===== config.mk =====
export PLATFORM = sky130hd
export DESIGN_NAME = any1_memseq
export DESIGN_NICKNAME = d
export VERILOG_FILES = /design/src/rtl/any1_memseq.sv
export SDC_FILE = /design/constraint.sdc
export NUM_CORES = 1
export LEC_CHECK = 0
export ABC_AREA = 0
export CAP_MARGIN = 15
export CELL_PAD_IN_SITES_DETAIL_PLACEMENT = 1
export CELL_PAD_IN_SITES_GLOBAL_PLACEMENT = 1
export CORE_ASPECT_RATIO = 0.9
export CORE_MARGIN = 1.5
export CORE_UTILIZATION = 34
export CTS_BUF_LIST = sky130_fd_sc_hd__clkbuf_16
export DETAILED_ROUTE_END_ITERATION = 8
export PLACE_DENSITY = 0.84
export SYNTH_ARGS = -nofsm -noshare
export SYNTH_HDL_FRONTEND = slang
export SYNTH_SLANG_ARGS = --single-unit

===== constraint.sdc =====
create_clock -name clk_i -period 4.8 [get_ports clk_i]
set_clock_uncertainty 0.1 [all_clocks]
set_input_delay 0.72 -clock clk_i [delete_from_list [all_inputs] [get_ports clk_i]]
set_output_delay 0.72 -clock clk_i [all_outputs]
set_load 0.005 [all_outputs]

===== src/rtl/any1_memseq.sv =====
// any1_memseq: element sequencer for ANY-1 strided, indexed and vector
// loads/stores. Walks element indices 0..VL-1, feeds each one to the address
// generator, and issues one req/ack memory transaction per enabled element.
//
// state  | meaning
// -------+---------------------------------------------------------------
// IDLE   | waiting for a command, cmd_ready high, step forced to 0
// STEP   | present elem on step; skip it in one cycle if its mask bit is 0
// CAPT   | address generator registers ea for the current step
// ISSUE  | mem_req held with latched address until mem_ack
// DONE   | one-cycle done pulse, err valid alongside
module any1_memseq #(
    parameter  int AWID  = 32,
    parameter  int MAXVL = 64,
    localparam int SW    = $clog2(MAXVL),
    localparam int VW    = SW + 1
) (
    input  logic             clk_i,
    input  logic             rst_ni,
    input  logic             cmd_valid_i,
    output logic             cmd_ready_o,
    input  logic             cmd_store_i,
    input  logic [VW-1:0]    cmd_vl_i,
    input  logic [MAXVL-1:0] cmd_mask_i,
    output logic [SW-1:0]    step_o,
    input  logic [AWID-1:0]  ea_i,
    output logic             mem_req_o,
    output logic             mem_we_o,
    output logic [AWID-1:0]  mem_adr_o,
    output logic [SW-1:0]    mem_elem_o,
    input  logic             mem_ack_i,
    input  logic             mem_err_i,
    output logic             wb_v_o,
    output logic [SW-1:0]    wb_elem_o,
    output logic             busy_o,
    output logic             done_o,
    output logic             err_o
);

    typedef enum logic [2:0] {
        S_IDLE  = 3'd0,
        S_STEP  = 3'd1,
        S_CAPT  = 3'd2,
        S_ISSUE = 3'd3,
        S_DONE  = 3'd4
    } state_e;

    state_e           state_q, state_d;
    logic [VW-1:0]    elem_q;
    logic [VW-1:0]    vl_q;
    logic [MAXVL-1:0] mask_q;
    logic             store_q;
    logic             err_q;
    logic [AWID-1:0]  adr_q;

    logic accept;
    logic advance;
    logic abort;
    logic last;

    // elem is one bit wider than step so that vl=MAXVL terminates without wrap
    assign last = ((elem_q + VW'(1)) == vl_q);

    // State register
    always_ff @(posedge clk_i or negedge rst_ni) begin
        if (!rst_ni) state_q <= S_IDLE;
        else         state_q <= state_d;
    end

    // Next-state decode plus the datapath strobes that go with each transition
    always_comb begin
        state_d = state_q;
        accept  = 1'b0;
        advance = 1'b0;
        abort   = 1'b0;
        case (state_q)
            S_IDLE: begin
                if (cmd_valid_i) begin
                    accept  = 1'b1;
                    state_d = (cmd_vl_i == '0) ? S_DONE : S_STEP;
                end
            end
            S_STEP: begin
                if (!mask_q[elem_q[SW-1:0]]) begin
                    advance = 1'b1;
                    state_d = last ? S_DONE : S_STEP;
                end else begin
                    state_d = S_CAPT;
                end
            end
            S_CAPT: state_d = S_ISSUE;
            S_ISSUE: begin
                if (mem_ack_i) begin
                    if (mem_err_i) begin
                        abort   = 1'b1;
                        state_d = S_DONE;
                    end else begin
                        advance = 1'b1;
                        state_d = last ? S_DONE : S_STEP;
                    end
                end
            end
            S_DONE:  state_d = S_IDLE;
            default: state_d = S_IDLE;
        endcase
    end

    // Command latch, element counter, error flag and request address
    always_ff @(posedge clk_i or negedge rst_ni) begin
        if (!rst_ni) begin
            elem_q  <= '0;
            vl_q    <= '0;
            mask_q  <= '0;
            store_q <= 1'b0;
            err_q   <= 1'b0;
            adr_q   <= '0;
        end else begin
            if (accept) begin
                store_q <= cmd_store_i;
                vl_q    <= cmd_vl_i;
                mask_q  <= cmd_mask_i;
                elem_q  <= '0;
                err_q   <= 1'b0;
            end
            if (advance) elem_q <= elem_q + VW'(1);
            if (abort)   err_q  <= 1'b1;
            // ea already reflects the current step here, so this edge is ISSUE entry
            if (state_q == S_CAPT) adr_q <= ea_i;
        end
    end

    // Outputs decoded from registered state; only wb_v looks at mem_ack
    always_comb begin
        cmd_ready_o = (state_q == S_IDLE);
        busy_o      = (state_q != S_IDLE);
        done_o      = (state_q == S_DONE);
        mem_req_o   = (state_q == S_ISSUE);
        step_o      = (state_q == S_IDLE) ? '0 : elem_q[SW-1:0];
        mem_we_o    = store_q;
        mem_adr_o   = adr_q;
        mem_elem_o  = elem_q[SW-1:0];
        wb_elem_o   = elem_q[SW-1:0];
        wb_v_o      = (state_q == S_ISSUE) & mem_ack_i & ~mem_err_i & ~store_q;
        err_o       = err_q;
    end

endmodule


After elaboration in Yosys (flattened, before gate mapping)
Index checks and enable logic that the tools add are counted.
{"block": "op_classes", "addsub": 1, "mul": 0, "div_mod_pow": 0, "magnitude_cmp": 1, "eq_ne": 7, "shifts": 0, "mux": 23, "bitwise_logic": 5, "n_reduce_logical": 6}
{"op": "two-way mux 3 bit", "n": 6}
{"op": "two-way mux 7 bit", "n": 2}
{"op": "case mux 3 bit (4 select lines)", "n": 1}
{"op": "two-way mux 1 bit", "n": 11}
{"op": "adder 7 x 1 -> 7 bit, second input constant", "n": 1}
{"op": "== test 7 bit", "n": 1}
{"op": "zero test 7 bit", "n": 1}
{"op": "less-than comparator 6 x 7 -> 1 bit, second input constant", "n": 1}
{"op": "binary-select mux 1 bit (select 6 bit)", "n": 1}
{"op": "== test 3 x 2 -> 1 bit, second input constant", "n": 2}
{"op": "two-way mux 6 bit", "n": 1}
{"op": "nonzero test 2 bit", "n": 2}
{"op": "bitwise AND 1 bit", "n": 3}
{"op": "== test 3 x 1 -> 1 bit, second input constant", "n": 1}
{"op": "== test 3 bit, second input constant", "n": 1}
{"op": "zero test 3 bit", "n": 1}
{"op": "nonzero test 3 bit", "n": 1}
{"op": "inequality test 2 x 1 -> 1 bit, second input constant", "n": 1}
{"op": "inequality test 2 bit, second input constant", "n": 1}
{"op": "inverter 1 bit", "n": 2}
{"op": "case mux 1 bit (2 select lines)", "n": 1}
{"op": "AND reduction 2 bit", "n": 1}
{"block": "totals", "register_bits": 115, "latchBits": 0, "ramBits": 0, "romBits": 0, "elab_cells": 50, "memories": 0}

Depth between registers and ports, before layout
Gate-level depths: netlist of run 1.
{"block": "logic_depth", "ltp_word": 6, "ltp_mapped": 9}

Worst setup path before layout of run 1
OpenSTA, ideal clock, no wires.
{"block": "synth_path", "path_kind": "flip-flop to flip-flop", "start": "reg elem_q[0]", "end": "reg elem_q[6]", "arrival_ns": 2.236, "required_ns": 4.601, "setup_slack_ns": 2.365, "stages_incl_launch_ff": 9, "path_buffers": 1, "period_less_slack_ns": 2.435, "cell_sequence": "dfrtp_1 buf_6 mux2i_1 a22oi_2 and4_4 o41a_1 o31ai_4 a31oi_1 a311oi_1"}
{"block": "synth_between", "elab_chain_len": 5}
{"item": "start: declaration", "line_no": "49", "text": "logic [VW-1:0] elem_q;"}
{"item": "start signal: assignment", "line_no": "125", "text": "if (advance) elem_q <= elem_q + VW'(1);"}
{"item": "binary-select mux 1 bit (select 6 bit)", "line_no": "84", "text": "if (!mask_q[elem_q[SW-1:0]]) begin"}
{"item": "two-way mux 1 bit (implied by the code)", "line_no": "84"}
{"item": "two-way mux 1 bit", "line_no": "84"}
{"item": "case mux 1 bit (2 select lines)", "line_no": "76", "text": "case (state_q)"}
{"item": "two-way mux 7 bit or nonzero test 2 bit (tied branches)"}
Several ways; a longest one is shown, not always the timed one. The select of a mux whose other input is x is not followed.
A chain may end at the register's enable or synchronous reset.

Final worst setup path of run 1
{"block": "layout_path", "start": "reg elem_q[0]", "end": "reg state_q[2]"}
{"block": "layout_between", "elab_chain_len": 6}
{"item": "adder 7 x 1 -> 7 bit", "line_no": "62", "text": "assign last = ((elem_q + VW'(1)) == vl_q);"}
{"item": "== test 7 bit", "line_no": "62"}
{"item": "two-way mux 3 bit", "line_no": "86, 99"}
{"item": "two-way mux 3 bit", "line_no": "94", "text": "if (mem_err_i) begin"}
{"item": "two-way mux 3 bit", "line_no": "93", "text": "if (mem_ack_i) begin"}
{"item": "case mux 3 bit (4 select lines) (*)", "line_no": "76"}
{"item": "end signal: assignment", "line_no": "67", "text": "else state_q <= state_d;"}
{"item": "end: declaration", "line_no": "48", "text": "state_e state_q, state_d;"}
Mark *: on every way between the ends. The rest lies on a longest branch, timed or not. The select of a mux whose other input is x is not followed.

==> out/summary.txt, run 1 <==
CP max FO: 41
Post-synth ARST share: 1.00
number of port buffers: 165
share of cells above drive strength 1: 0.0930
Initial Utilization: 0.351
initial antenna violation count: 0
Setup Fix Bufs, Post-CTS: 0
width of the die: 137 um
number of nets in the layout: 829
setup TNS: 0 ns
WS Path Type: flip-flop to flip-flop
cts hold-fix bufs: 0
Worst path max stage delay: 1.08 ns
Hold Crit Class: input port to async pin
adder-cell share of the synthesized area: 0.00228
Post-route DRC: 0
row count: 43
commonest non-fill, non-tap cells in the layout: nand2_1, clkdlybuf4s50_1, dfrtp_1
status: finished, final reports clean
commonest non-fill, non-tap cell in the layout: nand2_1
clock slew at reported path FFs: 0.05 ns
register bit total from synthesis: 115
Reg2Reg Capture Point: state_q[2]
Net Count, Synth: 687
cell mode on critical path: nand2_1
drt wl/cell: 17.6 um
sequential area share after synthesis: 0.525
critical path endpoint category: flip-flop
slew margin rel.: 0.258
crit share post-route: 0.724
first-pass GRT wire length: 26.2 mm
synth warn: 0
r2r setup slk: 1.33 ns
Synth Area in Compound Gates: 0.0742
Worst-Margin Slew: 1.11 ns
Total GRT Usage: 0.204
Starting DRT DRC Count: 154
vias in the first global route: 5174
worst-path cell chain: ha_1 -> and4_1 -> nand2_1 -> xnor2_1 -> nand4_1 -> nor4bb_1 -> nand2_1 -> a31oi_1
gr ovfl total: 0
area delta synth->final: 40.2%
Worst VDD drop: 0.000310 V
Power Dens Cells: 638 nW/um2
Vias/cell: 4.97
unrepaired setup endpoints after global routing: false
RR Startpoint: elem_q[0]
die height: 123 um
H-tree lvl count: 4
Num CTS Buffers: 17
Synth Area in XOR/XNOR: 0.00958
post-cts resize count: 0
Boundary Pins: 166
worst r2r path cells: 8
die area: 16900 um2
Clock Root Buffer: clkbuf_16
fin crit period: 3.47 ns
Slowest-stage cell, CP: dfrtp_2
Clock Path Buffers: 2
Mean Syn Cell Area: 9.50 um2
clock tree sinks: 115
Routed Antenna Nets: 0
Clock Latency Late Sink: 0.41 ns
Synth cell types: 51
max-cap viol count: 0
Detail Placement HPWL: 12.0 mm
fin. max-slew vios: 0
Simple-Gate Fraction of Synth Area: 0.212
GP Congestion: 0.884
mux contribution to synthesized area: 0.126
first drt pass iteration count: 4
via count: 4633
synthesized area: 5480 um2
Gate Count Post-Synth: 577
n_diodes: 0
dominant synthesized flop cell: dfrtp_1
# setup viols final: 0
Worst setup SP type: flip-flop
Final Hold Fails: 0
main combinational cell family by area after synthesis: simple AND/OR/NAND/NOR gates
final core utilization: 0.493
CORE AREA: 15600 um2
Req. time, crit path: 5.03 ns
Max Clock Freq: 0.288 GHz
number of flops mapped to enable cells by yosys: 0
worst endpoint data arrival time: 3.70 ns
drt total wl: 16.4 mm
static leakage: 3.50 nW
TritonCTS clock tree: done
largest net degree at the start of global routing: 83
## synthesized netlist by cell type (all sizes together), types with 5 or more instances
cell,n,area (um2)
nand3,7,35.0
clkbuf,27,101
o21ai,7,35.0
a211oi,5,37.5
nor2,9,36.3
a31oi,6,37.5
a21oi,8,40.0
buf,20,151
a22oi,10,80.1
mux2,32,360
dfrtp,115,2880
mux2i,33,330
inv,7,26.3
nand2,234,878
## final cells by class
class,instances,area [um2]
fillers,1771,7920
clock buffers,17,425
flip-flops and latches,115,2880
well taps,202,253
multi-input cells,408,2330
inverters,7,26.3
repair buffers,170,1690
clock inverters,14,82.6
## power by group
group          leakage (nW)  internal, mW  switching, mW
logic                  1.82          1.04          0.936
clock network         0.266         0.683          0.409
registers              1.42          1.43          0.408
total                  3.50          3.15           1.75
## metrics by stage
step	instance area, um2	setup WS, ns	hold WS (ns)	std cells	power, mW
2_1_floorplan	5480	2.36	0.324	577	2.95
3_3_place_gp	7180	1.63	0.358	902	3.70
4_1_cts	7690	1.38	0.376	933	4.96
6_report	7690	1.33	0.373	933	4.91
3_5_place_dp	7180	1.48	0.367	902	3.83
5_1_grt	7690	1.07	0.396	933	5.24
## flip-flops by register name, summed over array words and instances, names as in the netlist
signal	count
elem_q	7
vl_q	7
err_o	1
mem_adr_o	32
mask_q	64
state_q	3
mem_we_o	1
## per-layer routing
layer  share of wire  global-route usage  wire [um]  vias to the layer above
li1                -                   -          -                     2194
met1            0.42               0.241       6870                     2290
met2            0.51               0.355       8370                      134
met3           0.060              0.0595        984                       15
met4           0.013              0.0684        213                        0
met5               0                   0          0                        -
## critical path, delay by kind of cell (launching register included)
kind | cells | cell delay, ns
AO/OA/AOI/OAI | 1 | 0.18
AND/OR/NAND/NOR | 5 | 1.33
flip-flops | 1 | 1.08
adder cells (fa/ha/maj) | 1 | 0.44
XOR/XNOR | 1 | 0.22
## worst max path at each step
stage,start,endpoint,slack [ns],cells past startpoint
floorplan,elem_q[0],elem_q[6],2.36,8
global placement,elem_q[0],elem_q[4],1.63,7
detailed placement,elem_q[0],elem_q[6],1.48,7
CTS,elem_q[0],state_q[0],1.38,8
global route,elem_q[0],state_q[2],1.07,8
finish,elem_q[0],state_q[2],1.33,8
## cell families after synthesis
family | Yosys count
AND/OR/NAND/NOR | 281
flip-flops | 115
multiplexers | 65
AO/OA/AOI/OAI | 55
buffers and inverters | 54
XOR/XNOR | 6
adder cells (fa/ha/maj) | 1
Note: power is estimated with default switching activity, not from simulation.
==> run 2: changes to the inputs <==
==> constraint.sdc (replaced) <==
create_clock -name clk_i -period 3.2 [get_ports clk_i]
set_clock_uncertainty 0.1 [all_clocks]
set_input_delay 0.48 -clock clk_i [delete_from_list [all_inputs] [get_ports clk_i]]
set_output_delay 0.48 -clock clk_i [all_outputs]
set_load 0.005 [all_outputs]
==> run 2 against run 1 <==
  * Clock power increased by 71%
  * Die area is the same
  * Register-to-register slack lost 0.94 ns
  * Critical path type is now flip-flop to primary output
  * Wire length rose by 3.0%
  * Largest cell class unchanged
==> out/summary.txt, run 2 (synthesis gave the netlist of run 1 again) <==
DP Worst Slack: 0.396 ns (was 1.48 ns)
Worst path max stage delay: 0.53 ns (was 1.08 ns)
Req. time, crit path: 2.62 ns (was 5.03 ns)
Routed Antenna Nets: 0 (unchanged)
CORE AREA: 15600 um2 (unchanged)
row count: 43 (unchanged)
TritonCTS clock tree: done (unchanged)
number of nets in the layout: 840 (was 829)
setup TNS: 0 ns (unchanged)
crit share post-route: 0.895
CP max FO: 10 (was 41)
fin. max-slew vios: 0 (unchanged)
die area: 16900 um2 (unchanged)
Num CTS Buffers: 17 (unchanged)
width of the die: 137 um (unchanged)
Boundary Pins: 166 (unchanged)
# setup viols final: 0 (unchanged)
commonest non-fill, non-tap cell in the layout: nand2_1 (unchanged)
slew margin rel.: 0.612 (was 0.258)
Worst-Margin Slew: 0.573 ns (was 1.11 ns)
minimum hold slack: 0.371 ns (was 0.373 ns)
max-cap viol count: 0 (unchanged)
Slowest-stage cell, CP: clkdlybuf4s50_1 (was dfrtp_2)
via count: 4680 (was 4633)
share of cells above drive strength 1: 0.113 (was 0.0930)
Clock Latency Late Sink: 0.42 ns (was 0.41 ns)
first-pass GRT wire length: 27.3 mm (was 26.2 mm)
n_diodes: 0 (unchanged)
drt total wl: 16.9 mm (was 16.4 mm)
Clock Root Buffer: clkbuf_16 (unchanged)
Initial Utilization: 0.351 (unchanged)
Power Dens Cells: 976 nW/um2 (was 638 nW/um2)
area occupied by multi-input gates: 2330 um2 (unchanged)
status: finished, final reports clean (unchanged)
initial antenna violation count: 0 (unchanged)
final worst slack: 0.336 ns (was 1.33 ns)
WS Path Type: flip-flop to primary output (was flip-flop to flip-flop)
die height: 123 um (unchanged)
grt met2 use: 0.378 (was 0.355)
register area: 2880 um2 (unchanged)
drt wl/cell: 17.9 um (was 17.6 um)
Final Hold Fails: 0 (unchanged)
CP top delay family: simple AND/OR/NAND/NOR gates (unchanged)
static leakage: 3.59 nW (was 3.50 nW)
fin crit period: 2.86 ns
Detail Placement HPWL: 12.4 mm (was 12.0 mm)
area delta synth->final: 43.4% (was 40.2%)
Worst VDD drop: 0.000549 V (was 0.000310 V)
Starting DRT DRC Count: 155 (was 154)
GR Layer Usage met1: 0.255 (was 0.241)
gr ovfl total: 0 (unchanged)
Clock Path Buffers: 2 (unchanged)
Most Used Layer, Global Route: met2 (unchanged)
Post-route DRC: 0 (unchanged)
commonest non-fill, non-tap cells in the layout: nand2_1, clkdlybuf4s50_1, dfrtp_1 (unchanged)
largest net degree at the start of global routing: 54 (was 83)
critical path endpoint category: primary output (was flip-flop)
largest register by flop count: mask_q (unchanged)
number of port buffers: 165 (unchanged)
clock slew at reported path FFs: 0.05 ns (about the same)
# fillers: 1714 (was 1771)
worst endpoint data arrival time: 2.28 ns (was 3.70 ns)
first drt pass iteration count: 4 (unchanged)
Worst setup SP type: flip-flop (unchanged)
Vias/cell: 4.95 (was 4.97)
Hold Crit Class: flip-flop to flip-flop (was input port to async pin)
buffer and inverter count on the worst path: 1 (was 0)
H-tree lvl count: 4 (unchanged)
Max Clock Freq: 0.349 GHz
GP Congestion: 0.866 (was 0.884)
unrepaired setup endpoints after global routing: false (unchanged)
number of flip-flops under the largest register name: 64 (unchanged)
clock tree sinks: 115 (unchanged)
worst-path cell chain: and3b_1 -> nand3b_1 -> nor2_1 -> clkdlybuf4s50_1 (was ha_1 -> and4_1 -> nand2_1 -> xnor2_1 -> nand4_1 -> nor4bb_1 -> nand2_1 -> a31oi_1)
Setup Fix Bufs, Post-CTS: 0 (unchanged)
Global Route met3 Usage: 0.0566 (was 0.0595)
vias in the first global route: 5270 (was 5174)
Total GRT Usage: 0.213 (was 0.204)
run 2: cell types whose count changed in the layout (fill, tap and decap cells not counted):
| cell | change |
|---|---|
| buf_4 | +8 |
| clkinv_1 | -3 |
| buf_12 | +2 |
| bufinv_16 | +2 |
| clkinv_2 | +2 |
| clkinvlp_4 | +2 |
| inv_1 | -2 |
| dlygate4sd3_1 | +1 |
run 2: final timing paths:
path / from / cells past startpoint / end / slack, ns
min in group asynchronous: rst_ni / 2 / mask_q[24] / 0.39
worst max-delay path: state_q[1] / 4 / wb_v_o / 0.34
worst max register to register: elem_q[1] / 7 / elem_q[6] / 0.39
max in group asynchronous: rst_ni / 3 / state_q[2] / 1.74
worst min-delay path: mask_q[4] / 2 / mask_q[4] / 0.37
worst min register to register: mask_q[4] / 2 / mask_q[4] / 0.37
run 2: per-stage QoR:
| stage | power [mW] | std cells | area [um2] | utilization |
|---|---|---|---|---|
| 2_1_floorplan | 4.43 | 577 | 5480 | - |
| 3_3_place_gp | 5.65 | 912 | 7280 | 0.467 |
| 3_5_place_dp | 5.83 | 912 | 7280 | 0.467 |
| 4_1_cts | 7.78 | 945 | 7860 | 0.504 |
| 5_1_grt | 8.22 | 945 | 7860 | 0.504 |
| 6_report | 7.68 | 945 | 7860 | 0.504 |
run 2: what timing repair did:
action                                  in CTS  in global routing
hold buffers                                 1                  0
resized for setup                            0                  0
endpoints found under the setup margin       0                  0
hold endpoints to repair                    17                  0
run 2: where the power goes:
part | internal (mW) | leakage (nW) | switching [mW]
logic | 1.62 | 1.88 | 1.60
clock network | 1.20 | 0.287 | 0.660
registers | 2.15 | 1.42 | 0.455
run 2: worst reg2reg max path: cells and delay by family, from the launching register on:
family | cells | cell delay, ns
flip-flops | 1 | 0.51
AND/OR/NAND/NOR | 2 | 0.58
AO/OA/AOI/OAI | 5 | 1.53
run 2: layer usage:
metal / vias up / wire, um
met4: 0 / 180
met1: 2337 / 7170
met2: 114 / 8800
met5: - / 0
met3: 15 / 773
li1: 2214 / -
run 2: final cells by class:
cell class / instances / share of cell area
clock buffer: 17 / 0.0541
clock inverter: 15 / 0.0189
inverter: 7 / 0.00334
multi-input combinational: 408 / 0.297
sequential: 115 / 0.366
tap: 202 / 0.0321
timing repair buffer: 181 / 0.228
